`src/rtl/fp8_accumulator.sv`:
```
// FP8 (1-4-3, bias 7) running accumulator fed by the multiplier's done pulse.
// Fixed six-state add pipeline; NaN/Inf/zero cases are resolved only when packing.
module fp8_accumulator #(
    parameter int BIAS       = 7,
    parameter int EXP_MAX    = 14,
    parameter int GUARD_BITS = 3
) (
    input  logic       clk,
    input  logic       rst_n,
    input  logic       i_start_acc,
    input  logic       i_clear_acc,
    input  logic [7:0] i_product,
    output logic       o_busy,
    output logic       o_done_acc,
    output logic [7:0] o_acc_out
);

    localparam int SIG_W = 4 + GUARD_BITS;
    localparam int LZ_W  = $clog2(SIG_W + 1);
    localparam logic [3:0] SHIFT_LIM = 4'(SIG_W);

    typedef enum logic [2:0] {
        S_IDLE, S_UNPACK, S_ALIGN, S_ADD, S_NORM, S_PACK, S_DONE
    } state_t;

    state_t r_state, w_state_next;

    logic [7:0]           r_acc, r_a, r_b;
    logic [3:0]           r_big_exp, r_diff;
    logic [SIG_W-1:0]     r_big_sig, r_sml_sig, r_nsig;
    logic                 r_big_sign, r_sml_sign, r_sign, r_nzero;
    logic [SIG_W:0]       r_sum;
    logic signed [6:0]    r_nexp;

    logic                 w_a_zero, w_b_zero, w_a_inf, w_b_inf, w_a_nan, w_b_nan, w_a_big;
    logic [6:0]           w_a_key, w_b_key;
    logic [SIG_W-1:0]     w_a_sig, w_b_sig, w_nsig;
    logic [LZ_W-1:0]      w_lzc;
    logic                 w_lz_found;
    logic signed [6:0]    w_nexp;
    logic [7:0]           w_norm, w_pack;
    logic                 w_unused;

    // Operand classification; zero covers flushed subnormals too.
    assign w_a_zero = (r_a[6:3] == 4'd0);
    assign w_b_zero = (r_b[6:3] == 4'd0);
    assign w_a_inf  = (r_a[6:3] == 4'hF) && (r_a[2:0] == 3'd0);
    assign w_b_inf  = (r_b[6:3] == 4'hF) && (r_b[2:0] == 3'd0);
    assign w_a_nan  = (r_a[6:3] == 4'hF) && (r_a[2:0] != 3'd0);
    assign w_b_nan  = (r_b[6:3] == 4'hF) && (r_b[2:0] != 3'd0);
    assign w_a_key  = w_a_zero ? 7'd0 : r_a[6:0];
    assign w_b_key  = w_b_zero ? 7'd0 : r_b[6:0];
    assign w_a_big  = (w_a_key >= w_b_key);
    assign w_a_sig  = w_a_zero ? '0 : {1'b1, r_a[2:0], {GUARD_BITS{1'b0}}};
    assign w_b_sig  = w_b_zero ? '0 : {1'b1, r_b[2:0], {GUARD_BITS{1'b0}}};

    always_comb begin
        w_lzc      = LZ_W'(SIG_W);
        w_lz_found = 1'b0;
        for (int i = SIG_W - 1; i >= 0; i--) begin
            if (!w_lz_found && r_sum[i]) begin
                w_lzc      = LZ_W'(SIG_W - 1 - i);
                w_lz_found = 1'b1;
            end
        end
    end

    // Exponent is carried unbiased through normalisation so underflow is a signed compare.
    always_comb begin
        if (r_sum[SIG_W]) begin
            w_nsig = r_sum[SIG_W:1];
            w_nexp = 7'(int'(r_big_exp) - BIAS + 1);
        end else begin
            w_nsig = r_sum[SIG_W-1:0] << w_lzc;
            w_nexp = 7'(int'(r_big_exp) - BIAS - int'(w_lzc));
        end
    end

    always_comb begin
        int e;
        e = int'(r_nexp);
        if (r_nzero)
            w_norm = 8'h00;
        else if (e <= -BIAS)
            w_norm = {r_sign, 7'd0};
        else if (e > EXP_MAX - BIAS)
            w_norm = {r_sign, 4'hF, 3'd0};
        else
            w_norm = {r_sign, 4'(e + BIAS), r_nsig[SIG_W-2 -: 3]};
    end

    always_comb begin
        if (w_a_nan || w_b_nan)
            w_pack = 8'h7F;
        else if (w_a_inf && w_b_inf)
            w_pack = (r_a[7] != r_b[7]) ? 8'h7F : r_a;
        else if (w_a_inf)
            w_pack = r_a;
        else if (w_b_inf)
            w_pack = r_b;
        else if (w_a_zero && w_b_zero)
            w_pack = {r_a[7] & r_b[7], 7'd0};
        else if (w_a_zero)
            w_pack = r_b;
        else if (w_b_zero)
            w_pack = r_a;
        else
            w_pack = w_norm;
    end

    assign w_unused = ^{r_nsig[SIG_W-1], r_nsig[GUARD_BITS-1:0]};

    always_ff @(posedge clk or negedge rst_n) begin
        if (!rst_n) r_state <= S_IDLE;
        else        r_state <= w_state_next;
    end

    always_comb begin
        w_state_next = S_IDLE;
        case (r_state)
            S_IDLE:   w_state_next = i_start_acc ? S_UNPACK : S_IDLE;
            S_UNPACK: w_state_next = S_ALIGN;
            S_ALIGN:  w_state_next = S_ADD;
            S_ADD:    w_state_next = S_NORM;
            S_NORM:   w_state_next = S_PACK;
            S_PACK:   w_state_next = S_DONE;
            default:  w_state_next = S_IDLE;
        endcase
    end

    always_comb begin
        o_busy     = (r_state != S_IDLE);
        o_done_acc = (r_state == S_DONE);
    end

    assign o_acc_out = r_acc;

    always_ff @(posedge clk or negedge rst_n) begin
        if (!rst_n) begin
            r_acc <= '0; r_a <= '0; r_b <= '0;
            r_big_exp <= '0; r_diff <= '0; r_big_sig <= '0; r_sml_sig <= '0;
            r_big_sign <= 1'b0; r_sml_sign <= 1'b0; r_sign <= 1'b0;
            r_sum <= '0; r_nsig <= '0; r_nexp <= '0; r_nzero <= 1'b0;
        end else begin
            case (r_state)
                S_IDLE: begin
                    if (i_start_acc) begin
                        r_a <= i_clear_acc ? 8'h00 : r_acc;
                        r_b <= i_product;
                    end else if (i_clear_acc) begin
                        r_acc <= 8'h00;
                    end
                end
                S_UNPACK: begin
                    r_big_exp  <= w_a_big ? r_a[6:3] : r_b[6:3];
                    r_diff     <= w_a_big ? (r_a[6:3] - r_b[6:3]) : (r_b[6:3] - r_a[6:3]);
                    r_big_sig  <= w_a_big ? w_a_sig : w_b_sig;
                    r_sml_sig  <= w_a_big ? w_b_sig : w_a_sig;
                    r_big_sign <= w_a_big ? r_a[7] : r_b[7];
                    r_sml_sign <= w_a_big ? r_b[7] : r_a[7];
                end
                S_ALIGN:
                    r_sml_sig <= (r_diff >= SHIFT_LIM) ? '0 : (r_sml_sig >> r_diff);
                S_ADD: begin
                    r_sum  <= (r_big_sign == r_sml_sign) ? ({1'b0, r_big_sig} + {1'b0, r_sml_sig})
                                                         : ({1'b0, r_big_sig} - {1'b0, r_sml_sig});
                    r_sign <= r_big_sign;
                end
                S_NORM: begin
                    r_nsig  <= w_nsig;
                    r_nexp  <= w_nexp;
                    r_nzero <= (r_sum == '0);
                end
                S_PACK:
                    r_acc <= w_pack;
                default: ;
            endcase
        end
    end

endmodule

```
`config.mk`:
```
export PLATFORM = sky130hd
export DESIGN_NAME = fp8_accumulator
export DESIGN_NICKNAME = d
export VERILOG_FILES = /design/src/rtl/fp8_accumulator.sv
export SDC_FILE = /design/constraint.sdc
export NUM_CORES = 1
export LEC_CHECK = 0
export ABC_AREA = 1
export CORE_MARGIN = 2
export CORE_UTILIZATION = 40
export CTS_BUF_LIST = sky130_fd_sc_hd__clkbuf_4
export DETAILED_ROUTE_END_ITERATION = 12
export DONT_BUFFER_PORTS = 1
export SLEW_MARGIN = 10
export SYNTH_ARGS = -nofsm -noshare
export SYNTH_HDL_FRONTEND = slang
export SYNTH_SLANG_ARGS = --single-unit
```
`constraint.sdc`:
```
create_clock -name clk -period 5.85 [get_ports clk]
set_clock_uncertainty 0.1 [all_clocks]
set_input_delay 0.8775 -clock clk [delete_from_list [all_inputs] [get_ports clk]]
set_output_delay 0.8775 -clock clk [all_outputs]
set_load 0.1 [all_outputs]
```
## Word-level counts from Yosys, hierarchy flattened

Cells that the tools add are included.

| storage, ports and cells | value |
|---|---|
| flip-flop bits (word level) | 74 |
| bits of input ports | 12 |
| output and inout bits | 10 |

| cells by class | value |
|---|---|
| $add $sub $neg | 8 |
| order comparisons | 4 |
| eq/ne operators | 11 |
| shift-type cells | 2 |
| multiplexer cells | 44 |
| bitwise operators | 1 |
| reduce and logical (&&, ||, !) cells | 32 |

Operators by type and width:

| operator | number |
|---|---|
| 8-bit 2-to-1 mux | 12 |
| 7-bit 2-to-1 mux | 10 |
| 3-bit 2-to-1 mux | 7 |
| 3-bit case mux with 6 select lines | 1 |
| 8-bit case mux with 2 select lines | 1 |
| 7-bit case mux with 2 select lines | 1 |
| 1-bit logical AND | 12 |
| 3-bit equality test (second input constant) | 3 |
| 3-bit zero test | 3 |
| 1-bit 2-to-1 mux | 9 |
| 3-bit nonzero test | 3 |
| 7-bit by 7-bit adder with 8-bit output | 1 |
| 4-bit equality test (second input constant) | 2 |
| 4-bit zero test | 2 |
| 8-bit zero test | 1 |
| 4-bit 2-to-1 mux | 2 |
| 4-bit subtractor | 2 |
| 7-bit by 7-bit subtractor with 8-bit output | 1 |
| 7-bit greater-or-equal comparator | 1 |
| 7-bit by 4-bit > comparator with 1-bit output (second input constant) | 1 |
| 7-bit by 4-bit <= comparator with 1-bit output (second input constant) | 1 |
| 7-bit by 3-bit << shifter with 6-bit output | 1 |
| 7-bit by 4-bit right shift with 7-bit output | 1 |
| 5-bit by 2-bit adder with 6-bit output (second input constant) | 1 |
| other kinds (15) | 23 |

## Longest topological paths before layout

| depth | value |
|---|---|
| depth after elaboration | 21 |
| mapped depth | 18 |

## Worst setup path after synthesis

OpenSTA, ideal clock, no wires.

| path | value |
|---|---|
| kind | reg-to-output |
| start | register r_state[1] |
| end | output o_done_acc |
| arrival | 2.513 ns |
| required time | 4.873 ns |
| slack | 2.360 ns |
| cell stages (with the launch flop) | 3 |
| path through | dfrtp_1 -> inv_2 -> nor3_1 |

| on the way | value |
|---|---|
| longest elaborated chain between the ends | 1 |

RTL lines:

| item | RTL line | source |
|---|---|---|
| start, declared | 26 | `state_t r_state, w_state_next;` |
| start signal, assigned | 115 | `else r_state <= w_state_next;` |
| 3-bit equality test | 133 | `o_done_acc = (r_state == S_DONE);` |
| end, declared | 14 | `output logic o_done_acc,` |

No other way between the ends.

## Worst setup path in the final report

| path | value |
|---|---|
| start | register r_b[4] |
| end | register r_big_sig[3] |

| on the way | value |
|---|---|
| longest elaborated chain between the ends | 4 |
| elaborated cells between the ends (all ways) | 5 |
| classes of those cells | order compare (1); mux (3); reduce/logical (1) |

RTL lines:

| item | RTL line | source |
|---|---|---|
| start, declared | 28 | `logic [7:0] r_acc, r_a, r_b;` |
| start signal, assigned | 149 | `r_b <= i_product;` |
| 4-bit zero test | 46 | `assign w_b_zero = (r_b[6:3] == 4'd0);` |
| 7-bit 2-to-1 mux | 52 | `assign w_b_key = w_b_zero ? 7'd0 : r_b[6:0];` |
| 7-bit greater-or-equal comparator | 53 | `assign w_a_big = (w_a_key >= w_b_key);` |
| 7-bit 2-to-1 mux * | 157 | `r_big_sig <= w_a_big ? w_a_sig : w_b_sig;` |
| end signal, assigned | 157 |  |
| end, declared | 30 | `logic [SIG_W-1:0] r_big_sig, r_sml_sig, r_nsig;` |

Mark *: on every way between the ends. The rest lies on a longest branch, timed or not.
A chain may end at the register's enable or synchronous reset.

==> results.yml <==
status:
  status: "finished clean"
synth:
  seq_area_frac_synth_pct: 35.3
  synth_ff_type: "dfrtp_1"
  syn_inst: 667
  syn_avg_cell_area_um2: 7.13
  synth_nets: 713
  synth.distinct_cells: 41
  ys_ff_latch: 67
  synth_most_common_cell: "nand2_1"
  yosysWarnings: 0
  synthArstFlopShare_pct: 100
  synth_top_area_share_pct: 35.3
  ys_top_cells_by_count: "nand2_1, inv_1, dfrtp_1, nor2_1, nand3_1"
  ys_top_cells_by_area: "dfrtp_1, nand2_1, ha_1, inv_1, nand3_1"
  netlist_area_mm2: 0.00476
  synth-edff-count: 0
  synth_top_cell_by_area: "dfrtp_1"
route:
  drt_iter0_drc: 276
  dr.pass1.iters: 5
  avgViaCountPerCell: 5.19
  finalWirelength_mm: 11.9
  drc: 0
  wl_per_cell_um: 14.6
  via_count: 4209
  final_antenna_net_count: 0
global_route:
  gr-total-overflow: 0
  antenna_found_initial: 1
  track_usage_pct: 19.9
  grt_max_degree: 68
  first_global_vias: 4123
  grt_pass1_wl_mm: 20.2
critical_path:
  worstSetupPathType: "register to register"
  rrSetupSlack_ps: 2830
  r2r-start: "r_b[4]"
  rr_worst_depth: 12
  critPathArrivalTime_ps: 3260
  worst-path-max-fanout: 26
  crit_path_end_kind: "register"
  regToRegEndpoint: "r_big_sig[3]"
  cp.required_ps: 6090
  start_kind: "register"
sta:
  slew-limit-headroom_pct: 37.2
  finalSetupViolations: 0
  worst_pin_slew_ps: 940
  drv_slew: 0
  max_freq_mhz: 331
  layout_setup_ws_ps: 2830
  rsz0062_at_grt: "no"
  hold_viol: 0
  fin_crit_ps: 3020
  period_share_pct: 51.6
  fin_setup_tns_ps: 0
cts:
  clockBufferDepth: 2
  cts_tree: "built"
  cts_hold_buf: 1
  cts_root_buffer: "clkbuf_4"
  clock-sinks: 67
  post_cts.repair.setup_buffers: 0
  ctsResizeCount: 0
  numCtsBuffers: 9
  clk_pin_slew_worst_paths_ps: 110
  clk_latency_ps: 440
  htree_levels: 3
flow_run:
  cap_violations: 0
die:
  die_height_um: 113
  core_mm2: 0.0115
  ioPinCount: 22
  fp.dieW_um: 113
  start_util_pct: 41.3
  die-area_mm2: 0.0128
  rows: 39
worst_hold_path:
  worstHoldPathType: "input port to asynchronous set/reset pin"
place:
  hpwl_mm: 9.05
  pre_cts_ws_ps: 2890
  finalWeightedCongestion: 0.883
  numPortBuffers: 0
cells_and_area:
  nNetsFinal: 710
  drive_gt1_share_pct: 7.95
  areaGrowthSynthToFinish_pct: 6.00
  fillers: 1229
[kinds of logic after synthesis]
logic type	share of synthesized area, %
muxes	0.474
xor gates and xnor gates	3.68
DFF	35.3
AOI/OAI and AO/OA	13.4
adders and majority gates	9.58
buffers and inverters	8.71
and+or+nand+nor	28.9
[metrics by stage]
| stage | cells | cell area (um^2) | hold slack [ps] | utilization (%) |
|---|---|---|---|---|
| floorplan | 667 | 4760 | 350 | - |
| global placement | 795 | 4900 | 374 | 42.5 |
| global route | 811 | 5040 | 190 | 43.8 |
| detailed placement | 795 | 4900 | 371 | 42.5 |
| finish | 811 | 5040 | 204 | 43.8 |
| CTS | 810 | 5040 | 187 | 43.8 |
[final cells by class]
type                    count  area (um^2)  area share, %
well taps                 143          179           3.55
inverters                  85          322           6.38
multi-input cells         496         2670           53.0
repair buffers              5         77.6           1.54
flip-flops and latches     67         1680           33.3
diodes                      1         2.50         0.0496
clock buffers               9         67.6           1.34
clock inverters             5         46.3          0.918
[placed cells by master (no fill, tap or decap), types with 4 or more instances in the layout]
| cell | synthesis | layout |
|---|---|---|
| o21ai_1 | 33 | 33 |
| inv_2 | 12 | 12 |
| nand3_1 | 45 | 45 |
| fa_1 | 4 | 4 |
| nand2_1 | 197 | 197 |
| nand2_2 | 7 | 7 |
| o22ai_1 | 5 | 5 |
| xor2_1 | 12 | 12 |
| ha_1 | 30 | 30 |
| nor2_1 | 47 | 47 |
| xnor2_1 | 8 | 8 |
| dfrtp_1 | 67 | 67 |
| nand4_1 | 8 | 8 |
| o21ai_0 | 31 | 31 |
| inv_1 | 72 | 72 |
| clkbuf_4 | 0 | 9 |
| a21oi_1 | 38 | 38 |
[worst max-delay path by stage]
stage,cells after the start,startpoint,to,slack (ps)
3_3_place_gp,12,r_b[4],r_big_sig[3],2990
3_5_place_dp,12,r_b[4],r_big_sig[3],2890
2_1_floorplan,2,r_state[1],o_done_acc,2360
4_1_cts,12,r_b[4],r_big_sig[3],2890
6_report,12,r_b[4],r_big_sig[3],2830
5_1_grt,12,r_b[4],r_big_sig[3],2550
[flip-flops by register name, indices dropped and copies added (netlist names)]
signal,flops
r_a,8
r_sml_sig,7
r_big_exp,4
r_diff,4
r_nzero,1
r_big_sign,1
r_nsig,3
r_sml_sign,1
r_sum,8
r_big_sig,4
r_state,3
r_b,8
r_sign,1
o_acc_out,8
r_nexp,6
[critical path, cell delays in order, from the launching register on]
cell and delay, ps:
dfrtp_1 500, nor2_1 260, nand2_2 240, nand2_1 270, ha_1 310, a21oi_1 140, o21ai_1 100, nand2_2 110
nand3_2 380, nand2_1 290, o22ai_1 100, nand2_1 80, nand2_1 40
[per-layer routing]
metal	wire length [um]	GRT usage [%]
met5	0	0
met3	419	4.77
met2	5500	31.2
met4	211	6.10
met1	5730	27.5
Power is not shown: default switching activity piles up to over one toggle a cycle in this logic, so the estimate is an artifact.
==> RTL edit 1: new RTL, same settings <==
Register the inputs `i_start_acc`, `i_clear_acc` and `i_product` before use, with the module's reset. The logic sees them one clock later.
--- a/src/rtl/fp8_accumulator.sv
+++ b/src/rtl/fp8_accumulator.sv
@@ -22,6 +22,22 @@
     typedef enum logic [2:0] {
         S_IDLE, S_UNPACK, S_ALIGN, S_ADD, S_NORM, S_PACK, S_DONE
     } state_t;
+
+    logic i_start_acc_q;
+    logic i_clear_acc_q;
+    logic [7:0] i_product_q;
+
+    always_ff @(posedge clk or negedge rst_n) begin
+        if (!rst_n) begin
+            i_start_acc_q <= '0;
+            i_clear_acc_q <= '0;
+            i_product_q   <= '0;
+        end else begin
+            i_start_acc_q <= i_start_acc;
+            i_clear_acc_q <= i_clear_acc;
+            i_product_q   <= i_product;
+        end
+    end
 
     state_t r_state, w_state_next;
 
@@ -118,7 +134,7 @@
     always_comb begin
         w_state_next = S_IDLE;
         case (r_state)
-            S_IDLE:   w_state_next = i_start_acc ? S_UNPACK : S_IDLE;
+            S_IDLE:   w_state_next = i_start_acc_q ? S_UNPACK : S_IDLE;
             S_UNPACK: w_state_next = S_ALIGN;
             S_ALIGN:  w_state_next = S_ADD;
             S_ADD:    w_state_next = S_NORM;
@@ -144,10 +160,10 @@
         end else begin
             case (r_state)
                 S_IDLE: begin
-                    if (i_start_acc) begin
-                        r_a <= i_clear_acc ? 8'h00 : r_acc;
-                        r_b <= i_product;
-                    end else if (i_clear_acc) begin
+                    if (i_start_acc_q) begin
+                        r_a <= i_clear_acc_q ? 8'h00 : r_acc;
+                        r_b <= i_product_q;
+                    end else if (i_clear_acc_q) begin
                         r_acc <= 8'h00;
                     end
                 end
Formal check against the unedited RTL: not equivalent (a bounded check fails within 4 cycles, from zero or initial values and one cycle with rst_n low).
==> RTL edit 1 against the original RTL <==
Routed wire length decreased by 1.8%; setup slack got worse by 240 ps; sequential cell count increased by 10; final area increased by 5.9%; final cell count increased by 2.7%; largest cell class unchanged; global-route usage decreased by 0.87 points; die area increased by 4.6%; synthesized area increased by 4.7%.
Power is left out: the tool's default activity adds up to more than one toggle a clock period on the data nets, which glitch-free logic cannot reach.
==> RTL edit 1: results (changes against the original RTL) <==
Clock tree
  • Clk pin slew, worst setup/hold paths: 130 ps (+20 ps)
  • Clk Latency, worst-skew pair: 470 ps (+30 ps)

Worst setup path
  • Slowest stage delay, CP: 480 ps (-20 ps)
  • CP endpoint: r_big_sig[4]
  • CP Max Fanout: 27 (+3.8%)
  • Worst Path Arrival: 3540 ps (+280 ps)
  • Reg-to-reg startpoint: r_a[4]
  • R2R depth: 13 (+1)

Drt
  • Wl on met1: 5.49 mm (-4.2%)
  • Met3 wire len: 505 um (+21%)
  • WL met2: 5.45 mm (-0.96%)
  • 1st-iter DRT viols: 256 (-7.2%)

Global routing
  • Initial antenna violation count: 0 (-1)
  • Routing usage on met1: 0.254 (-0.0209)
  • Largest net degree at the start of global routing: 78 (+15%)
  • M2 GR Usage: 0.305 (-0.00730)
  • First-pass GRT wire length: 19.7 mm (-2.6%)
  • GRT Util Overall: 0.191 (-0.00865)
  • GRT met3 Usage: 0.0471 (-0.000599)
  • Vias in the first global route: 4003 (-2.9%)

Placed design
  • Post-DP HPWL: 9.04 mm (-0.17%)

Timing
  • Max Fclk: 0.307 GHz (-7.3%)
  • Rel. slew slack: 0.311 (-0.0612)

Synth
  • Mux share of post-synthesis cell area: 0 (-0.00474)
  • Post-synthesis xor/xnor area fraction: 0.0352 (-0.00167)
  • Post-synth cell types: 40 (-2.4%)
  • Synth Area in Adders: 0.0914 (-0.00433)
  • Synth cell count leaders: 202 x nand2_1, 77 x dfrtp_1, 67 x inv_1
  • Post-synthesis compound-gate area fraction: 0.137 (+0.00300)
  • Register area share after synthesis: 0.387 (+0.0343)

Finish
  • Ant. Diodes: 0 (-1)
  • Layout cells sized above 1: 0.0887 (+0.00926)

Status
  • Status: completed
[RTL edit 1: changes by cell type after synthesis, sizes merged, moves of 3 or more]
cell    change
inv         -4
o21ai      +11
nand3       -4
dfrtp      +10
o211ai      +3
a21oi      -11
nand2       +4
nor2       -10
[RTL edit 1: timing repair]
item	in CTS	in global routing
endpoints found under the setup margin	0	0
hold endpoints to repair	77	0
hold buffers	1	0
[RTL edit 1: cell type report]
cell class | instances | area [um^2]
tap | 168 | 210
timing repair buffer | 2 | 55.1
clock inverter | 7 | 100
fill | 1213 | 6720
multi-input combinational | 488 | 2670
clock buffer | 9 | 67.6
inverter | 82 | 308
sequential | 77 | 1930
[RTL edit 1: stage by stage]
stage,setup WS (ps),utilization,area [um^2],cells,hold slack (ps)
floorplan,2280,-,4980,663,325
global placement,2850,0.426,5140,816,337
CTS,2630,0.443,5340,833,166
finish,2590,0.443,5340,833,153
detailed placement,2670,0.426,5140,816,346
global route,2240,0.443,5340,833,166
==> RTL edit 2: new RTL, config.mk and constraints unchanged <==
Made on the original files. The parameter `GUARD_BITS` goes from 3 to 5.
--- a/src/rtl/fp8_accumulator.sv
+++ b/src/rtl/fp8_accumulator.sv
@@ -3,7 +3,7 @@
 module fp8_accumulator #(
     parameter int BIAS       = 7,
     parameter int EXP_MAX    = 14,
-    parameter int GUARD_BITS = 3
+    parameter int GUARD_BITS = 5
 ) (
     input  logic       clk,
     input  logic       rst_n,
Formal check against the unedited RTL: no difference found for any inputs over 10 cycles, from zero or initial values and one cycle with rst_n low; that may be too few to reach the edited logic, so the function may still have changed.
==> RTL edit 2 against the original RTL <==
Global-route usage rose by 0.55 points; setup slack got worse by 730 ps; final area is 4.7% higher; count of clock-buffer cells in the layout is 1 higher; sequential cell count is 4 higher; via count grew 6.7%; synthesized area rose by 4.1%; routed wire length up 8.0%.
Power is not shown: default switching activity piles up to over one toggle a cycle in this logic, so the estimate is an artifact.
==> RTL edit 2: results (changes against the original RTL) <==
Status
  • Status: completed

Synth
  • Register area share after synthesis: 0.359 (+0.00632)
  • Top cells by area, synth: dfrtp_1 36%, nand2_1 14%, o21ai_0 7.7%
  • Post-synth cell types: 40 (-2.4%)
  • Yosys warns: 0 (unchanged)
  • Syn Nets: 726 (+1.8%)

Worst setup path
  • Reg-to-reg startpoint: r_a[4]
  • R2R depth: 13 (+1)
  • CP Max Fanout: 25 (-3.8%)
  • Reg2Reg Setup Slack: 2100 ps (-730 ps)
  • CP max stage cell: nand3_1
  • Slowest stage delay, CP: 590 ps (+90 ps)
  • Worst Path Arrival: 3960 ps (+700 ps)
  • CP endpoint: r_sml_sig[8]

Placed design
  • GP Congestion: 0.873 (-1.2%)
  • Post-DP HPWL: 9.65 mm (+6.6%)

Finish
  • Layout cells sized above 1: 0.0542 (-0.0253)

Global routing
  • GRT Util Overall: 0.205 (+0.00548)
  • GRT met3 Usage: 0.0242 (-0.0234)
  • Largest net degree at the start of global routing: 72 (+5.9%)
  • First-pass GRT wire length: 21.3 mm (+5.1%)
  • Vias in the first global route: 4316 (+4.7%)
  • M2 GR Usage: 0.330 (+0.0180)

Timing
  • Rel. slew slack: 0.326 (-0.0457)

Drt
  • Vias per inst: 5.27 (+1.5%)
  • Wl on met1: 6.15 mm (+7.3%)
  • Drt wl/cell: 15.0 um (+2.8%)
  • WL met2: 6.08 mm (+10%)
  • First-pass DRT Iterations: 7 (+2)
  • 1st-iter DRT viols: 394 (+43%)

Clock tree
  • CTS root buf: clkbuf_4
RTL edit 2: cell count changes after synthesis, sizes merged, moves of 5 or more:
cell	delta
nand2	-19
o21ai	+15
buf	-7
clkbuf	+6
nand3	+6
nor2	-6
a21oi	-5
inv	-5
RTL edit 2: worst min path at each step:
stage	end	depth (start not counted)
5_1_grt	r_b[3]	0
6_report	r_sml_sig[1]	0
4_1_cts	r_state[0]	0
3_5_place_dp	r_big_sig[7]	2
2_1_floorplan	r_sign	2
3_3_place_gp	r_sml_sign	2
RTL edit 2: what timing repair did:
item                       in CTS  in global routing
setup endpoints to repair       0                  0
hold buffers                    0                  2
hold endpoints to repair        0                 13
RTL edit 2: worst max-delay path, delay by kind of cell (launching register included):
family	cells	cell delay (ps)
buffers and inverters	3	720
AOI/OAI and AO/OA	5	530
adders and majority gates	1	320
and+or+nand+nor	4	1440
DFF	1	500
RTL edit 2: layout make-up:
type                            instances  area, um^2
Sequential cell                        71        1780
Clock inverter                          5        50.0
Antenna cell                            1        2.50
Fill cell                            1285        6790
Clock buffer                           10        75.1
Multi-Input combinational cell        508        2780
Inverter                               84         315
Timing Repair Buffer                    5        62.6
Tap cell                              168         210
RTL edit 2: cell families (layout without fill, tap and decap cells):
logic type,Yosys count,in the layout,share of synthesized area
compound gates,140,140,0.154
xor+xnor,24,24,0.0425
simple gates,310,310,0.273
fa+ha+maj,33,33,0.0895
mux,1,1,0.00202
buf+inv,102,104,0.0799
flops,71,71,0.359
other cells,0,1,0
RTL edit 2: through the flow:
stage	worst slack (ps)	hold WS, ps	instance area, um^2	util	cells
final	2100	35.2	5280	0.437	852
after global routing	1660	4.60	5280	0.437	852
after CTS	2160	4.51	5250	0.436	849
after detailed placement	2180	386	5130	0.425	834
after global placement	2330	390	5130	0.425	834
after floorplan	2340	354	4950	-	681
